$ cat src/rtl/axi4lite_pkg.sv
// Shared types for the AXI4-Lite register file slave: response codes and channel FSM states.
package axi4lite_pkg;

    typedef enum logic [1:0] {
        OKAY   = 2'b00,
        EXOKAY = 2'b01,
        SLVERR = 2'b10,
        DECERR = 2'b11
    } resp_t;

    typedef enum logic {
        WR_ACCEPT = 1'b0,
        WR_RESP   = 1'b1
    } wr_state_t;

    typedef enum logic {
        RD_ACCEPT = 1'b0,
        RD_DATA   = 1'b1
    } rd_state_t;

    // Width of a register index; a single register still needs one index bit.
    function automatic int unsigned idx_width(input int unsigned n);
        return (n > 1) ? $clog2(n) : 1;
    endfunction

endpackage

$ cat src/rtl/axi4lite_reg_file.sv
// Register storage: byte-strobed write port, combinational read port, one-cycle write pulses.
module axi4lite_reg_file
    import axi4lite_pkg::*;
#(
    parameter int unsigned                     DATA_WIDTH = 32,
    parameter int unsigned                     NUM_REGS   = 16,
    parameter logic [NUM_REGS*DATA_WIDTH-1:0]  RESET_VAL  = '0,
    parameter int unsigned                     IDX_W      = idx_width(NUM_REGS)
) (
    input  logic                           clk_i,
    input  logic                           rst_ni,
    input  logic                           we_i,
    input  logic [IDX_W-1:0]               widx_i,
    input  logic [DATA_WIDTH-1:0]          wdata_i,
    input  logic [DATA_WIDTH/8-1:0]        wstrb_i,
    input  logic [IDX_W-1:0]               ridx_i,
    output logic [DATA_WIDTH-1:0]          rdata_o,
    output logic [NUM_REGS*DATA_WIDTH-1:0] regs_o,
    output logic [NUM_REGS-1:0]            wr_pulse_o
);

    localparam int unsigned NumBytes = DATA_WIDTH / 8;

    logic [NUM_REGS*DATA_WIDTH-1:0] regs_q, regs_d;
    logic [NUM_REGS-1:0]            pulse_q, pulse_d;

    // Merge enabled bytes into the addressed register and flag it for one cycle.
    always_comb begin
        regs_d  = regs_q;
        pulse_d = '0;
        for (int unsigned i = 0; i < NUM_REGS; i++) begin
            if (we_i && (widx_i == IDX_W'(i))) begin
                pulse_d[i] = 1'b1;
                for (int unsigned b = 0; b < NumBytes; b++) begin
                    if (wstrb_i[b]) begin
                        regs_d[i*DATA_WIDTH + b*8 +: 8] = wdata_i[b*8 +: 8];
                    end
                end
            end
        end
    end

    // Storage and pulse state; reset restores the configured register values.
    always_ff @(posedge clk_i or negedge rst_ni) begin
        if (!rst_ni) begin
            regs_q  <= RESET_VAL;
            pulse_q <= '0;
        end else begin
            regs_q  <= regs_d;
            pulse_q <= pulse_d;
        end
    end

    // Read mux; an index with no matching register returns zero.
    always_comb begin
        rdata_o = '0;
        for (int unsigned i = 0; i < NUM_REGS; i++) begin
            if (ridx_i == IDX_W'(i)) begin
                rdata_o = regs_q[i*DATA_WIDTH +: DATA_WIDTH];
            end
        end
    end

    assign regs_o     = regs_q;
    assign wr_pulse_o = pulse_q;

endmodule

$ cat src/rtl/axi4lite_regfile_slave.sv
// AXI4-Lite slave front end: independent write/read FSMs, AW/W capture, address and RO decode.
module axi4lite_regfile_slave
    import axi4lite_pkg::*;
#(
    parameter int unsigned                     ADDR_WIDTH = 32,
    parameter int unsigned                     DATA_WIDTH = 32,
    parameter int unsigned                     NUM_REGS   = 16,
    parameter logic [NUM_REGS-1:0]             RO_MASK    = '0,
    parameter logic [NUM_REGS*DATA_WIDTH-1:0]  RESET_VAL  = '0
) (
    input  logic                           A_CLK,
    input  logic                           A_RSTn,
    input  logic                           AW_VALID,
    output logic                           AW_READY,
    input  logic [ADDR_WIDTH-1:0]          AW_ADDR,
    input  logic                           W_VALID,
    output logic                           W_READY,
    input  logic [DATA_WIDTH-1:0]          W_DATA,
    input  logic [DATA_WIDTH/8-1:0]        W_STRB,
    output logic                           B_VALID,
    input  logic                           B_READY,
    output logic [1:0]                     B_RESP,
    input  logic                           AR_VALID,
    output logic                           AR_READY,
    input  logic [ADDR_WIDTH-1:0]          AR_ADDR,
    output logic                           R_VALID,
    input  logic                           R_READY,
    output logic [DATA_WIDTH-1:0]          R_DATA,
    output logic [1:0]                     R_RESP,
    output logic [NUM_REGS*DATA_WIDTH-1:0] reg_out,
    output logic [NUM_REGS-1:0]            wr_pulse
);

    localparam int unsigned StrbW = DATA_WIDTH / 8;
    localparam int unsigned Offs  = $clog2(StrbW);
    localparam int unsigned IdxW  = idx_width(NUM_REGS);
    localparam int unsigned FullW = ADDR_WIDTH - Offs;
    localparam logic [FullW-1:0] NumRegsA = FullW'(NUM_REGS);

    wr_state_t               wr_state_q, wr_state_d;
    rd_state_t               rd_state_q, rd_state_d;
    logic                    active_q;
    logic                    aw_got_q, aw_got_d, w_got_q, w_got_d;
    logic [ADDR_WIDTH-1:0]   aw_addr_q, aw_addr_d;
    logic [DATA_WIDTH-1:0]   w_data_q, w_data_d;
    logic [StrbW-1:0]        w_strb_q, w_strb_d;
    resp_t                   b_resp_q, b_resp_d;
    logic [DATA_WIDTH-1:0]   r_data_q, r_data_d;
    resp_t                   r_resp_q, r_resp_d;

    logic                    aw_hs, w_hs, b_hs, ar_hs, r_hs, commit;
    logic [ADDR_WIDTH-1:0]   wr_addr;
    logic [FullW-1:0]        wr_idx_full, rd_idx_full;
    logic [IdxW-1:0]         wr_idx, rd_idx;
    logic                    wr_in_range, wr_ro, rd_in_range, rf_we;
    logic [DATA_WIDTH-1:0]   wr_data, rf_rdata;
    logic [StrbW-1:0]        wr_strb;
    logic                    addr_lsb_unused;

    assign aw_hs = AW_VALID & AW_READY;
    assign w_hs  = W_VALID & W_READY;
    assign b_hs  = B_VALID & B_READY;
    assign ar_hs = AR_VALID & AR_READY;
    assign r_hs  = R_VALID & R_READY;

    // A payload arriving this cycle bypasses its capture register so a same-edge pair commits.
    assign wr_addr = aw_got_q ? aw_addr_q : AW_ADDR;
    assign wr_data = w_got_q ? w_data_q : W_DATA;
    assign wr_strb = w_got_q ? w_strb_q : W_STRB;
    assign commit  = (wr_state_q == WR_ACCEPT) && (aw_got_q || aw_hs) && (w_got_q || w_hs);

    // Byte-offset bits never select anything.
    assign addr_lsb_unused = ^{wr_addr[Offs-1:0], AR_ADDR[Offs-1:0]};

    assign wr_idx_full = wr_addr[ADDR_WIDTH-1:Offs];
    assign wr_in_range = wr_idx_full < NumRegsA;
    assign wr_idx      = wr_idx_full[IdxW-1:0];
    assign wr_ro       = RO_MASK[wr_idx];
    assign rf_we       = commit && wr_in_range && !wr_ro;

    assign rd_idx_full = AR_ADDR[ADDR_WIDTH-1:Offs];
    assign rd_in_range = rd_idx_full < NumRegsA;
    assign rd_idx      = rd_idx_full[IdxW-1:0];

    axi4lite_reg_file #(
        .DATA_WIDTH (DATA_WIDTH),
        .NUM_REGS   (NUM_REGS),
        .RESET_VAL  (RESET_VAL),
        .IDX_W      (IdxW)
    ) u_reg_file (
        .clk_i      (A_CLK),
        .rst_ni     (A_RSTn),
        .we_i       (rf_we),
        .widx_i     (wr_idx),
        .wdata_i    (wr_data),
        .wstrb_i    (wr_strb),
        .ridx_i     (rd_idx),
        .rdata_o    (rf_rdata),
        .regs_o     (reg_out),
        .wr_pulse_o (wr_pulse)
    );

    // State registers; active_q keeps every READY low while and just after reset.
    always_ff @(posedge A_CLK or negedge A_RSTn) begin
        if (!A_RSTn) begin
            wr_state_q <= WR_ACCEPT;
            rd_state_q <= RD_ACCEPT;
            active_q   <= 1'b0;
        end else begin
            wr_state_q <= wr_state_d;
            rd_state_q <= rd_state_d;
            active_q   <= 1'b1;
        end
    end

    // Next-state logic for both channel FSMs.
    always_comb begin
        wr_state_d = wr_state_q;
        rd_state_d = rd_state_q;
        case (wr_state_q)
            WR_ACCEPT: if (commit) wr_state_d = WR_RESP;
            WR_RESP:   if (b_hs)   wr_state_d = WR_ACCEPT;
        endcase
        case (rd_state_q)
            RD_ACCEPT: if (ar_hs) rd_state_d = RD_DATA;
            RD_DATA:   if (r_hs)  rd_state_d = RD_ACCEPT;
        endcase
    end

    // Handshake outputs decoded from state; responses come straight from their registers.
    always_comb begin
        AW_READY = active_q && (wr_state_q == WR_ACCEPT) && !aw_got_q;
        W_READY  = active_q && (wr_state_q == WR_ACCEPT) && !w_got_q;
        B_VALID  = (wr_state_q == WR_RESP);
        B_RESP   = b_resp_q;
        AR_READY = active_q && (rd_state_q == RD_ACCEPT);
        R_VALID  = (rd_state_q == RD_DATA);
        R_DATA   = r_data_q;
        R_RESP   = r_resp_q;
    end

    // Capture flags/payloads and the registered write/read responses.
    always_comb begin
        aw_got_d  = aw_got_q;
        w_got_d   = w_got_q;
        aw_addr_d = aw_addr_q;
        w_data_d  = w_data_q;
        w_strb_d  = w_strb_q;
        b_resp_d  = b_resp_q;
        r_data_d  = r_data_q;
        r_resp_d  = r_resp_q;
        if (aw_hs) begin
            aw_got_d  = 1'b1;
            aw_addr_d = AW_ADDR;
        end
        if (w_hs) begin
            w_got_d  = 1'b1;
            w_data_d = W_DATA;
            w_strb_d = W_STRB;
        end
        if (commit) begin
            b_resp_d = !wr_in_range ? DECERR : (wr_ro ? SLVERR : OKAY);
        end
        if (b_hs) begin
            aw_got_d = 1'b0;
            w_got_d  = 1'b0;
        end
        if (ar_hs) begin
            r_data_d = rd_in_range ? rf_rdata : '0;
            r_resp_d = rd_in_range ? OKAY : DECERR;
        end
    end

    // Payload and response registers; reset drops any half-captured write.
    always_ff @(posedge A_CLK or negedge A_RSTn) begin
        if (!A_RSTn) begin
            aw_got_q  <= 1'b0;
            w_got_q   <= 1'b0;
            aw_addr_q <= '0;
            w_data_q  <= '0;
            w_strb_q  <= '0;
            b_resp_q  <= OKAY;
            r_data_q  <= '0;
            r_resp_q  <= OKAY;
        end else begin
            aw_got_q  <= aw_got_d;
            w_got_q   <= w_got_d;
            aw_addr_q <= aw_addr_d;
            w_data_q  <= w_data_d;
            w_strb_q  <= w_strb_d;
            b_resp_q  <= b_resp_d;
            r_data_q  <= r_data_d;
            r_resp_q  <= r_resp_d;
        end
    end

endmodule

$ cat config.mk
export PLATFORM = sky130hd
export DESIGN_NAME = axi4lite_regfile_slave
export DESIGN_NICKNAME = d
export VERILOG_FILES = /design/src/rtl/axi4lite_pkg.sv /design/src/rtl/axi4lite_reg_file.sv /design/src/rtl/axi4lite_regfile_slave.sv
export SDC_FILE = /design/constraint.sdc
export NUM_CORES = 1
export LEC_CHECK = 0
export ABC_AREA = 1
export CAP_MARGIN = 20
export CELL_PAD_IN_SITES_DETAIL_PLACEMENT = 2
export CELL_PAD_IN_SITES_GLOBAL_PLACEMENT = 2
export CORE_ASPECT_RATIO = 1.1
export CORE_UTILIZATION = 29
export CTS_BUF_LIST = sky130_fd_sc_hd__clkbuf_8
export DETAILED_ROUTE_END_ITERATION = 12
export MAX_ROUTING_LAYER = met4
export PLACE_DENSITY_LB_ADDON = 0.08
export SLEW_MARGIN = 15
export SYNTH_ARGS = -nofsm -noshare
export SYNTH_HDL_FRONTEND = slang
export SYNTH_HIERARCHICAL = 1
export SYNTH_SLANG_ARGS = --single-unit
$ cat constraint.sdc
create_clock -name A_CLK -period 2.9 [get_ports A_CLK]
set_input_delay 0.58 -clock A_CLK [delete_from_list [all_inputs] [get_ports A_CLK]]
set_output_delay 0.58 -clock A_CLK [all_outputs]
set_load 0.02 [all_outputs]
==> impl_metrics.toml, run 1 <==
[logic_synthesis]
synth_edf_count = 0
syn-cell-area_mm2 = 0.0276
synthMuxAreaShare_pct = 0
synth_top_cell_by_area = "dfrtp_1"
synth-compound-area-share_pct = 11.6
synth_cell_types = 30
synth_seq_area_share_pct = 57.3
synth.top_cell.area_share_pct = 57.3
syn_inst = 3373
synth_fp_nets = 3480
yosys.area_share.simple_pct = 25.4
synth_seq_cells = 633
synthAdderAreaFrac_pct = 0
syn_avg_cell_area_um2 = 8.19
yosysWarnings = 6
synthXorXnorAreaFrac_pct = 0
async_flop_share_pct = 100
synth_top_family_by_area = "simple AND/OR/NAND/NOR gates"
ys_top_cells_by_area = "dfrtp_1 (57%), nand2_1 (16%), o21ai_0 (11%)"
ys.flop_type = "dfrtp_1"

[global_routing]
grt.total_usage_pct = 28.8
grt_pass1_vias = 29700
grt_max_degree = 89
antenna_found_initial = 4
grt_pass1_wl_mm = 200
gr-total-overflow = 0

[timing]
rsz0062_at_grt = "false"
maxSlewHeadroom_pct = 48.7
setup_viol = 0
hold_viol = 0
worstMarginPinSlew_ns = 0.769
fmax_ghz = 0.358
period_share_pct = 96.4
min_period_ns = 2.80
timing.hold.ws_ns = 0.326
slew_violations = 0
fin_worst_skew_ns = 0.0322

[floorplanning]
die_area_mm2 = 0.0965
dieWidth_um = 296
start_util_pct = 29.3
fp.dieH_um = 326
rows = 118
coreArea_mm2 = 0.0942
ioPinCount = 676

[pwr]
pwr-share-seq_pct = 43.1
power.total_mw = 22.3
clock_power_share_pct = 38.9
vdd_drop_max_mv = 0.487
power_density_mw_per_mm2 = 554
netSwitchingFraction_pct = 33.0
p_leak_nw = 18.0
p_int_mw = 15.0
p_comb_share_pct = 18.0
switchingPower_mw = 7.38

[setup_path]
worstReg2RegStart = "B_VALID"
worst_setup_path_start_kind = "flop"
cp-end-kind = "output port"
cp-startpoint = "aw_got_q"
critPathMaxFanout = 3
path_class = "reg -> out"
arrival_ns = 2.22
crit_required_ns = 2.32

[cells_and_area]
drive_gt1_share_pct = 10.7
fin_nets = 4321
regArea_mm2 = 0.0158
final_common_cell = "nand2_1"
fillCellCount = 10600
mostFrequentLayoutCells = "nand2_1 (1178), clkdlybuf4s50_1 (669), dfrtp_1 (632), o21ai_0 (602), inv_1 (247)"
area_delta_synth_final_pct = 46.1
multi_input_area_mm2 = 0.0103

[detailed_routing]
route.detailed.drc = 0
drt_iter0_markers = 1250
first_pass_iters = 5
wire_per_inst_um = 24.2
vias = 27600
viasPerCell = 4.97
drt-total-wl_mm = 135
ant_nets = 0

[clock_tree]
clockBufferDepth = 3
clkSinkCount = 633
cts_tree = "built"
cts.clk_slew.worst_paths_ns = 0.06
cts-root-buf = "clkbuf_8"
cts_buffers = 116
htree_levels = 3
insertion_delay_ns = 0.76
post-cts-setup-buffers = 0

[place]
io_buffer_count = 671
hpwl_mm = 104
place_congestion = 0.839

[worst_hold_path]
hp-class = "in -> async"

[run]
max_cap_viol_count = 0

[outcome]
status = "completed"
[cells in the mapped netlist (17+ instances only)]
cell type and n:
nor3_1 23, or2_2 26, a21oi_1 31, clkbuf_1 162, nand4_1 93, nand3_1 160, o21ai_0 606, dfrtp_1 633
inv_1 208, nor2_1 185, nand2_1 1178, buf_2 17
[layout make-up]
class	count	share of cell area (%)
sequential	633	39.2
multi-input combinational	2336	25.5
timing repair buffer	915	23.6
clock buffer	148	5.05
tap	1260	3.91
inverter	212	1.97
clock inverter	55	0.691
antenna	7	0.0434
[critical path, stage by stage, from the launching register on]
cell	delay (ns)
dfrtp_1	0.40
buf_4	0.16
nor3_2	0.24
clkdlybuf4s50_1	0.65
[cell families (layout without fill, tap and decap cells)]
group                  after synthesis  after routing
DFF                                633            633
and+or+nand+nor                   1697           1697
AOI/OAI and AO/OA                  638            638
buffers and inverters              404           1330
other                                1              8
[power by group through the flow]
stage | clock, mW | combinational, mW | sequential [mW]
2_1_floorplan | 0 | 1.94 | 9.72
5_1_grt | 9.34 | 4.47 | 9.68
6_report | 8.70 | 4.02 | 9.62
3_3_place_gp | 0 | 3.96 | 9.74
4_1_cts | 8.96 | 4.11 | 9.63
3_5_place_dp | 0 | 4.08 | 9.77
[state kept, by name (all words and copies together), names as in the netlist]
| name | flops |
|---|---|
| B_RESP | 1 |
| B_VALID | 1 |
| R_DATA | 32 |
| R_RESP | 1 |
| R_VALID | 1 |
| active_q | 1 |
| aw_addr_q | 30 |
| aw_got_q | 1 |
| u_reg_file/regs_o | 512 |
| u_reg_file/wr_pulse_o | 16 |
| w_data_q | 32 |
| w_got_q | 1 |
| w_strb_q | 4 |
[path summary, 6_finish.rpt]
path / endpoint / slack, ns / cells after the start
worst max-delay path: AW_READY / 0.10 / 3
worst min-delay path: R_DATA[4] / 0.33 / 2
worst max register to register: u_reg_file/regs_o[240] / 0.30 / 17
worst min register to register: aw_addr_q[28] / 0.48 / 2
max in group asynchronous: w_data_q[18] / 1.56 / 3
min in group A_CLK: R_VALID / 0.40 / 2
[stage by stage]
step | utilization, % | setup slack (ns) | TNS, ns | instances | area (um^2)
after CTS | 42.8 | 0.0206 | 0 | 5559 | 40300
after global routing | 42.8 | 0.0145 | 0 | 5565 | 40400
after global placement | 40.4 | -0.284 | -28.87 | 5355 | 38000
after floorplan | - | 0.485 | 0 | 3373 | 27600
final | 42.9 | 0.104 | 0 | 5566 | 40400
after detailed placement | 40.4 | -0.366 | -67.71 | 5355 | 38000
[per-layer routing]
metal	up-vias	global-route usage (%)	routed length, um
li1	12600	-	-
met1	14100	36.2	58400
met2	742	46.0	63800
met3	210	6.43	8440
met4	0	8.86	4270
met5	-	-	0
[timing repair]
| item | 4_1_cts | 5_1_grt |
|---|---|---|
| hold endpoints to repair | 25 | 0 |
| endpoints found under the setup margin | 1 | 0 |
| hold buffers | 1 | 0 |
| gates resized for setup | 2 | 0 |
Power figures use the tool's default switching activity.
==> run 2, diff against run 1 <==
--- a/config.mk
+++ b/config.mk
@@ -15,6 +15,7 @@
 export DETAILED_ROUTE_END_ITERATION = 12
 export MAX_ROUTING_LAYER = met4
 export PLACE_DENSITY_LB_ADDON = 0.08
+export SKIP_LAST_GASP = 1
 export SLEW_MARGIN = 15
 export SYNTH_ARGS = -nofsm -noshare
 export SYNTH_HDL_FRONTEND = slang
==> results of run 2 <==
Final layout, timing and power as in run 1 (identical DEF).
==> run 3, diff against run 2 <==
--- a/config.mk
+++ b/config.mk
@@ -14,9 +14,9 @@
 export CTS_BUF_LIST = sky130_fd_sc_hd__clkbuf_8
 export DETAILED_ROUTE_END_ITERATION = 12
 export MAX_ROUTING_LAYER = met4
-export PLACE_DENSITY_LB_ADDON = 0.08
+export PLACE_DENSITY = 0.78
 export SKIP_LAST_GASP = 1
-export SLEW_MARGIN = 15
+export SLEW_MARGIN = 10
 export SYNTH_ARGS = -nofsm -noshare
 export SYNTH_HDL_FRONTEND = slang
 export SYNTH_HIERARCHICAL = 1
==> run 3 against run 2 <==
Effect of this change:
- highest routed layer unchanged
- clock-buffer cell count grew 9
- routed wire length grew 8.2%
- utilization grew 0.42 points
- sequential power is essentially flat
- combinational power grew 9.2%
- via count grew 4.1%
- critical path type unchanged
- total power grew 2.5%
- clock power grew 2%
==> impl_metrics.toml, run 3 (synthesis gave the netlist of run 1 again) <==
[clock_tree]
insertion_delay_ns = 0.76
post-cts-setup-buffers = 0
clockBufferDepth = 3
cts_buffers = 114
cts_tree = "built"
cts-root-buf = "clkbuf_8"
htree_levels = 3
cts.clk_slew.worst_paths_ns = 0.07
clkSinkCount = 633

[floorplanning]
dieWidth_um = 296
die_area_mm2 = 0.0965
start_util_pct = 29.3
fp.dieH_um = 326
coreArea_mm2 = 0.0942
rows = 118
ioPinCount = 676

[global_routing]
grt_pass1_vias = 31300
grt_max_degree = 73
antenna_found_initial = 5
grt_pass1_wl_mm = 213
gr-total-overflow = 0
grt.total_usage_pct = 30.9

[cells_and_area]
mostFrequentLayoutCells = "nand2_1 (1178), clkdlybuf4s50_1 (669), dfrtp_1 (632), o21ai_0 (602), inv_1 (235)"
finalNonFillerCells = 5606
fin_nets = 4360
final_common_cell = "nand2_1"
utilization_pct = 43.3
drive_gt1_share_pct = 12.0
final_area_mm2 = 0.0408
fillCellCount = 10600
largest_register_ffs = 512
area_delta_synth_final_pct = 47.5

[setup_path]
critPathMaxFanout = 12
path_class = "reg -> out"
r2r_end = "u_reg_file/regs_o[457]"
worstReg2RegStart = "B_VALID"
reg2reg_slack_ns = 0.26
cp-end-kind = "output port"
ff2ff_path_depth = 15
arrival_ns = 2.19
crit_required_ns = 2.32
worst_setup_path_start_kind = "flop"

[place]
placed_area_mm2 = 0.0384
hpwl_mm = 110
dpl_worst_slack_ns = -0.518
place_congestion = 0.900
place_inst = 5396
io_buffer_count = 671

[pwr]
vdd_drop_max_mv = 0.432
p_leak_nw = 18.1
power_density_mw_per_mm2 = 562

[detailed_routing]
route.detailed.drc = 0
wire_per_inst_um = 26.0
ant_nets = 0
drt_iter0_markers = 1601
drt-total-wl_mm = 146
viasPerCell = 5.13
first_pass_iters = 5
vias = 28800

[worst_hold_path]
worstHoldStart = "AW_ADDR[19]"
hp-class = "in -> reg"
worst_hold_path.endpoint = "aw_addr_q[19]"
whs_path_depth = 3

[timing]
timing.hold.ws_ns = 0.394
rsz0062_at_grt = "false"
maxSlewHeadroom_pct = 38.2
fmax_ghz = 0.361
period_share_pct = 95.4
hold_viol = 0
fin_worst_skew_ns = 0.0319
worstMarginPinSlew_ns = 0.924
min_period_ns = 2.77
post-route-worst-setup-slack_ns = 0.132
setup_viol = 0
slew_violations = 0

[run]
max_cap_viol_count = 0

[outcome]
status = "completed"
==> run 3: changes by cell type in the layout (fill, tap and decap cells not counted), moves of 3 or more <==
cell      delta
clkbuf_8     +9
inv_1       -12
buf_4       +43
clkinv_2     +3
nor3_1       -6
nor3_2       +6
==> run 3: worst max-delay path, stage by stage (launching register included) <==
cell and delay (ns):
dfrtp_1 0.38, buf_4 0.18, nor3_2 0.21, clkdlybuf4s50_1 0.65
==> run 3: layer usage <==
metal  share of wire, %  GRT usage [%]  up-vias
met5                  0              -        -
met4                4.9           14.3        0
met3                6.1           6.13      273
met2                 48           50.0      914
met1                 41           37.0    14900
li1                   -              -    12700
==> run 3: timing repair <==
action / 4_1_cts / 5_1_grt
endpoints found under the setup margin: 0 / 3
gates resized for setup: 0 / 2
hold endpoints to repair: 36 / 0
hold buffers: 1 / 0
==> run 3: worst max path at each step <==
stage	from	to	slack [ns]	depth (start not counted)
2_1_floorplan	B_VALID	u_reg_file/regs_o[68]	0.49	15
3_5_place_dp	AR_ADDR[4]	R_DATA[14]	-0.52	18
4_1_cts	w_got_q	W_READY	0.02	3
6_report	aw_got_q	AW_READY	0.13	3
3_3_place_gp	AR_ADDR[4]	R_DATA[14]	-0.42	18
5_1_grt	aw_got_q	AW_READY	0.01	3
==> run 3: stage by stage <==
step                      power [mW]  setup TNS (ns)
after floorplan                 11.7               0
after global placement          13.9          -35.15
after detailed placement        14.1          -89.51
after CTS                       23.1               0
after global routing            23.8               0
final                           22.9               0
==> run 3: area by class of cell <==
cell class / instances / area, um^2 / share of cell area (%)
Antenna cell: 5 / 12.5 / 0.0307
Timing Repair Buffer: 956 / 9820 / 24.1
Sequential cell: 633 / 15800 / 38.9
Inverter: 212 / 796 / 1.95
Clock inverter: 47 / 218 / 0.534
Multi-Input combinational cell: 2336 / 10300 / 25.4
Clock buffer: 157 / 2160 / 5.30
Tap cell: 1260 / 1580 / 3.87
==> run 3: where the power goes <==
| part | internal (mW) | switching, mW |
|---|---|---|
| Sequential | 9.34 | 0.287 |
| Combinational | 1.02 | 3.38 |
| Clock | 4.78 | 4.10 |
| Total | 15.1 | 7.76 |
